--- src/rtl/btn_pkg.sv ---
// Shared definitions for the button event classifier: state encoding and the
// default timing constants (also used by the lab wrapper).
package btn_pkg;

    typedef enum logic [2:0] {
        IDLE   = 3'd0,
        PRESS1 = 3'd1,
        WAIT2  = 3'd2,
        PRESS2 = 3'd3,
        HOLD   = 3'd4
    } btn_state_e;

    // 0.5 s and 0.25 s at a 100 MHz system clock
    localparam int LONG_CYCLES_DEFAULT   = 50_000_000;
    localparam int DCLICK_CYCLES_DEFAULT = 25_000_000;

endpackage

--- src/rtl/btn_cycle_timer.sv ---
// Consecutive-sample counter for the button classifier. It counts while enabled
// and holds at the terminal value; the FSM decides what the terminal means.
module btn_cycle_timer #(
    parameter int TW = 8
) (
    input  logic          clk,
    input  logic          reset,
    input  logic          i_clear,
    input  logic          i_enable,
    input  logic [TW-1:0] i_terminal,
    output logic          o_at_terminal
);

    logic [TW-1:0] r_count;

    always_ff @(posedge clk or posedge reset) begin
        if (reset) begin
            r_count <= '0;
        end else if (i_clear) begin
            r_count <= '0;
        end else if (i_enable && (r_count != i_terminal)) begin
            r_count <= r_count + 1'b1;
        end
    end

    assign o_at_terminal = (r_count == i_terminal);

endmodule

--- src/rtl/button_event_fsm.sv ---
// Classifies debounced button activity into short press, long press and double
// click, emitting one-cycle pulses and a wrapping event count.
module button_event_fsm
    import btn_pkg::*;
#(
    parameter int  LONG_CYCLES   = LONG_CYCLES_DEFAULT,
    parameter int  DCLICK_CYCLES = DCLICK_CYCLES_DEFAULT,
    localparam int TW            = $clog2(LONG_CYCLES + 1)
) (
    input  logic       clk,
    input  logic       reset,
    input  logic       btn_level,
    output logic       short_press,
    output logic       long_press,
    output logic       double_click,
    output logic       pressed,
    output logic       busy,
    output logic [7:0] event_count
);

    // The sample that enters PRESS1/WAIT2/PRESS2 is the first of its run, so
    // the timer only has to count the remaining N-1 samples (terminal N-2).
    localparam logic [TW-1:0] LONG_TERM   = TW'(LONG_CYCLES - 2);
    localparam logic [TW-1:0] DCLICK_TERM = TW'(DCLICK_CYCLES - 2);

    btn_state_e    r_state;
    btn_state_e    w_state_next;
    logic          w_short;
    logic          w_long;
    logic          w_dclick;
    logic          w_timer_en;
    logic          w_timer_clr;
    logic [TW-1:0] w_terminal;
    logic          w_at_terminal;

    logic          r_short;
    logic          r_long;
    logic          r_dclick;
    logic          r_pressed;
    logic          r_busy;
    logic [7:0]    r_event_count;

    btn_cycle_timer #(
        .TW(TW)
    ) u_timer (
        .clk          (clk),
        .reset        (reset),
        .i_clear      (w_timer_clr),
        .i_enable     (w_timer_en),
        .i_terminal   (w_terminal),
        .o_at_terminal(w_at_terminal)
    );

    always_ff @(posedge clk or posedge reset) begin
        if (reset) begin
            r_state <= IDLE;
        end else begin
            r_state <= w_state_next;
        end
    end

    always_comb begin
        w_state_next = r_state;
        w_short      = 1'b0;
        w_long       = 1'b0;
        w_dclick     = 1'b0;
        w_timer_en   = 1'b0;
        w_terminal   = LONG_TERM;
        case (r_state)
            IDLE: begin
                if (btn_level) w_state_next = PRESS1;
            end
            PRESS1: begin
                if (btn_level) begin
                    w_timer_en = 1'b1;
                    if (w_at_terminal) begin
                        w_long       = 1'b1;
                        w_state_next = HOLD;
                    end
                end else begin
                    w_state_next = WAIT2;
                end
            end
            WAIT2: begin
                w_terminal = DCLICK_TERM;
                if (!btn_level) begin
                    w_timer_en = 1'b1;
                    if (w_at_terminal) begin
                        w_short      = 1'b1;
                        w_state_next = IDLE;
                    end
                end else begin
                    w_state_next = PRESS2;
                end
            end
            PRESS2: begin
                if (!btn_level) begin
                    w_dclick     = 1'b1;
                    w_state_next = IDLE;
                end else begin
                    w_timer_en = 1'b1;
                    // first click was short, this one is long: report both
                    if (w_at_terminal) begin
                        w_short      = 1'b1;
                        w_long       = 1'b1;
                        w_state_next = HOLD;
                    end
                end
            end
            HOLD: begin
                if (!btn_level) w_state_next = IDLE;
            end
            default: begin
                w_state_next = IDLE;
            end
        endcase
    end

    assign w_timer_clr = (w_state_next != r_state) || (r_state == IDLE);

    always_ff @(posedge clk or posedge reset) begin
        if (reset) begin
            r_short       <= 1'b0;
            r_long        <= 1'b0;
            r_dclick      <= 1'b0;
            r_pressed     <= 1'b0;
            r_busy        <= 1'b0;
            r_event_count <= 8'd0;
        end else begin
            r_short       <= w_short;
            r_long        <= w_long;
            r_dclick      <= w_dclick;
            r_pressed     <= btn_level;
            r_busy        <= (w_state_next != IDLE);
            r_event_count <= r_event_count + {7'd0, w_short} + {7'd0, w_long}
                             + {7'd0, w_dclick};
        end
    end

    assign short_press  = r_short;
    assign long_press   = r_long;
    assign double_click = r_dclick;
    assign pressed      = r_pressed;
    assign busy         = r_busy;
    assign event_count  = r_event_count;

endmodule

--- config.mk ---
export PLATFORM = sky130hd
export DESIGN_NAME = button_event_fsm
export DESIGN_NICKNAME = d
export VERILOG_FILES = /design/src/rtl/btn_pkg.sv /design/src/rtl/btn_cycle_timer.sv /design/src/rtl/button_event_fsm.sv
export SDC_FILE = /design/constraint.sdc
export NUM_CORES = 1
export LEC_CHECK = 0
export CAP_MARGIN = 20
export CORE_ASPECT_RATIO = 1.1
export CORE_MARGIN = 2
export CORE_UTILIZATION = 25
export CTS_CLUSTER_DIAMETER = 200
export DETAILED_ROUTE_END_ITERATION = 8
export PLACE_DENSITY_LB_ADDON = 0.12
export SLEW_MARGIN = 20
export SYNTH_ARGS = -nofsm -noshare
export SYNTH_HDL_FRONTEND = slang
export SYNTH_SLANG_ARGS = --single-unit
--- constraint.sdc ---
create_clock -name clk -period 4.27 [get_ports clk]
set_clock_uncertainty 0.05 [all_clocks]
set_input_delay 1.0675 -clock clk [delete_from_list [all_inputs] [get_ports clk]]
set_output_delay 1.0675 -clock clk [all_outputs]
set_load 0.03 [all_outputs]
==> impl_metrics.py <==
metrics = {
    "place": {
        "dpl_worst_slack_ns": 0.515,
        "hpwl_mm": 3.51,
        "dp_cells": 356,
        "gp_congestion": 0.685,
        "numPortBuffers": 15,
    },
    "route": {
        "route.detailed.drc": 0,
        "finalWirelength_mm": 5.34,
        "vias_per_cell": 4.95,
        "vias": 1807,
        "wl_per_cell_um": 14.6,
        "drt_iter0_markers": 68,
        "firstDrtPassIters": 5,
        "drtAntennaViolNets": 0,
    },
    "logic_synthesis": {
        "ys_warn_count": 0,
        "synth_top_family_by_area": "simple AND/OR/NAND/NOR gates",
        "synthMuxAreaShare": 0.00433,
        "synth_fa_ha_area_frac": 0.0390,
        "synth_cell_types": 47,
        "synth_flop_cell": "dfrtp_1",
        "yosys-top-cells-area": "dfrtp_1 45%, xor2_1 4.2%, nand2_1 3.7%",
        "synthSimpleGateAreaFrac": 0.253,
        "seq_area_frac_synth": 0.455,
        "synth_compound_area_frac": 0.146,
        "synthXorXnorAreaFrac": 0.0606,
        "async_flop_share": 1.00,
        "synth_top_area_frac": 0.455,
        "syn_area_per_cell_um2": 9.97,
        "netlist_area_mm2": 0.00231,
        "synth-edff-count": 0,
        "synthTopCellsByCount": "42 x dfrtp_1, 23 x nand2_1, 16 x a21oi_1, 14 x nand3_1, 14 x nor2_1",
        "synth_seq_cells": 42,
        "yosysMostFrequentCell": "dfrtp_1",
        "yosysTopAreaCell": "dfrtp_1",
        "syn_nets": 241,
        "syn-instance-count": 232,
    },
    "timing": {
        "hold_violations": 0,
        "hold-worst-slack_ns": 0.435,
        "rsz0062_at_grt": "no",
        "max_freq_mhz": 278,
        "setup_violations": 0,
        "post-route-period-util": 0.844,
        "slew_headroom": 0.406,
        "fin_ws_ns": 0.668,
        "drv_slew": 0,
        "fin_setup_tns_ns": 0,
        "period_minus_slack_ns": 3.60,
        "worst_slew_pin_slew_ns": 0.884,
    },
    "critical_path": {
        "path_common_cell": "fa_1",
        "arrival_ns": 3.78,
        "cp_cell_sequence": "nor4bb_1 > nand4b_1 > a2111oi_0 > buf_4 > nand4_1 > fa_1 > inv_1 > ha_1 > fa_1 > nand3_1 > xnor2_1",
        "crit_fanout": 7,
        "start_kind": "register",
        "worstPathRequired_ns": 4.45,
        "slowest_delay_ns": 0.54,
        "worstSetupPathType": "reg2reg",
        "critPathSlowestCell": "fa_1",
        "end_kind": "register",
    },
    "floorplanning": {
        "die_h_um": 105,
        "die-width_um": 95.7,
        "num_rows": 36,
        "die_area_mm2": 0.0100,
        "core_area_mm2": 0.00892,
        "ios": 16,
        "initial_core_util": 0.259,
    },
    "clocking": {
        "cts.clk_slew.worst_paths_ns": 0.08,
        "cts_sinks": 42,
        "cts.repair.resized": 0,
        "hold_buffers": 0,
        "clock_latency_ns": 0.30,
        "clockBufferDepth": 2,
        "postCtsSetupRepairBufs": 0,
        "cts_buffers": 5,
        "clock-root-buffer": "clkbuf_8",
        "cts_tree": "done",
        "h-tree-depth": 2,
    },
    "final_layout": {
        "finish.utilization": 0.303,
        "layout-drive-gt1-share": 0.0797,
        "multi_input_area_mm2": 0.00116,
        "area_growth_pct": 16.8,
        "fillers": 944,
        "fin_nets": 259,
        "n_antenna_cell": 0,
        "register_area_mm2": 0.00105,
        "final_cell_count_no_fill": 365,
    },
    "power": {
        "p_int_mw": 0.685,
        "combPwrFrac": 0.199,
        "p_seq_frac": 0.473,
        "swShare": 0.306,
        "power_switching_mw": 0.302,
        "cellPowerDensity_mw_per_mm2": 365,
        "p_clk_frac": 0.328,
        "ir_drop_mv": 0.231,
        "leakage_nw": 1.06,
    },
    "hold_path": {
        "hp-class": "reg2reg",
    },
    "global_routing": {
        "grt.total_usage": 0.120,
        "grt_pass1_vias": 1840,
        "grt_start_max_net_pins": 43,
        "grt_pass1_wl_mm": 9.50,
        "overflow": 0,
        "antenna_found_initial": 0,
    },
    "status": {
        "status": "completed",
    },
    "flow_run": {
        "maxCapViolations": 0,
    },
}
## metrics by stage
| stage | power (mW) | instance area [um2] |
|---|---|---|
| after floorplan | 0.590 | 2310 |
| after global placement | 0.674 | 2570 |
| after detailed placement | 0.671 | 2570 |
| after CTS | 1.00 | 2680 |
| after global routing | 1.04 | 2700 |
| final | 0.986 | 2700 |
## per-layer routing
| metal | global-route usage | wire (um) | up-vias |
|---|---|---|---|
| met5 | 0 | 0 | - |
| met4 | 0.0429 | 77 | 0 |
| met3 | 0.0238 | 131 | 7 |
| met2 | 0.169 | 2370 | 26 |
| met1 | 0.180 | 2760 | 890 |
| li1 | - | - | 884 |
## final cells by class
| cell class | instances | share of cell area |
|---|---|---|
| clock buffer | 7 | 0.0283 |
| clock inverter | 1 | 0.0111 |
| inverter | 10 | 0.0139 |
| multi-input combinational | 171 | 0.430 |
| sequential | 42 | 0.389 |
| tap | 114 | 0.0528 |
| timing repair buffer | 20 | 0.0741 |
## power groups by stage
stage	Clock [mW]	Sequential, mW	Combinational (mW)
6_report	0.324	0.466	0.197
5_1_grt	0.351	0.476	0.217
4_1_cts	0.335	0.467	0.198
3_5_place_dp	0	0.473	0.199
3_3_place_gp	0	0.475	0.199
2_1_floorplan	0	0.521	0.0698
## final timing paths
path,startpoint,depth (start not counted),to,slack (ns)
max,u_timer.r_count[6],11,event_count[6],0.67
min,event_count[7],1,event_count[7],0.44
max reg2reg,u_timer.r_count[6],11,event_count[6],0.67
min reg2reg,event_count[7],1,event_count[7],0.44
max in group asynchronous,reset,3,u_timer.r_count[11],2.70
min in group asynchronous,reset,2,long_press,0.99
## state kept, by name, indices dropped and copies added (netlist names)
signal           cells
long_press           1
pressed              1
u_timer.r_count     26
short_press          1
r_state              3
event_count          8
busy                 1
double_click         1
## logic make-up after synthesis
kind of cell	count (synthesis)
compound gates	46
xor+xnor	16
fa+ha+maj	6
buf+inv	19
flops	42
mux	1
simple gates	102
## placed cells by master, fill, tap and decap left out, types with 3 or more instances in the layout
cell type	synthesis	layout
nand4b_1	4	4
or4_1	9	9
and4_1	3	3
ha_1	4	4
inv_1	10	9
xnor2_1	5	5
buf_4	0	4
xor2_1	11	11
or3_1	4	4
nand2_1	23	23
nand2b_1	4	4
nand3_1	14	14
clkbuf_8	0	5
o21ai_0	6	6
o31ai_1	9	9
nor2_1	14	14
clkdlybuf4s50_1	0	15
nor4bb_1	3	3
and3_1	6	6
a21oi_1	16	16
nand4_1	8	8
dfrtp_1	42	42
## worst max-delay path, delay by kind of cell (launching register included)
kind	cells	cell delay, ns
XOR/XNOR	1	0.12
AND/OR/NAND/NOR	4	0.94
buffers and inverters	2	0.25
adder cells (fa/ha/maj)	3	1.17
AO/OA/AOI/OAI	1	0.53
flip-flops	1	0.46
Power figures use the tool's default switching activity.
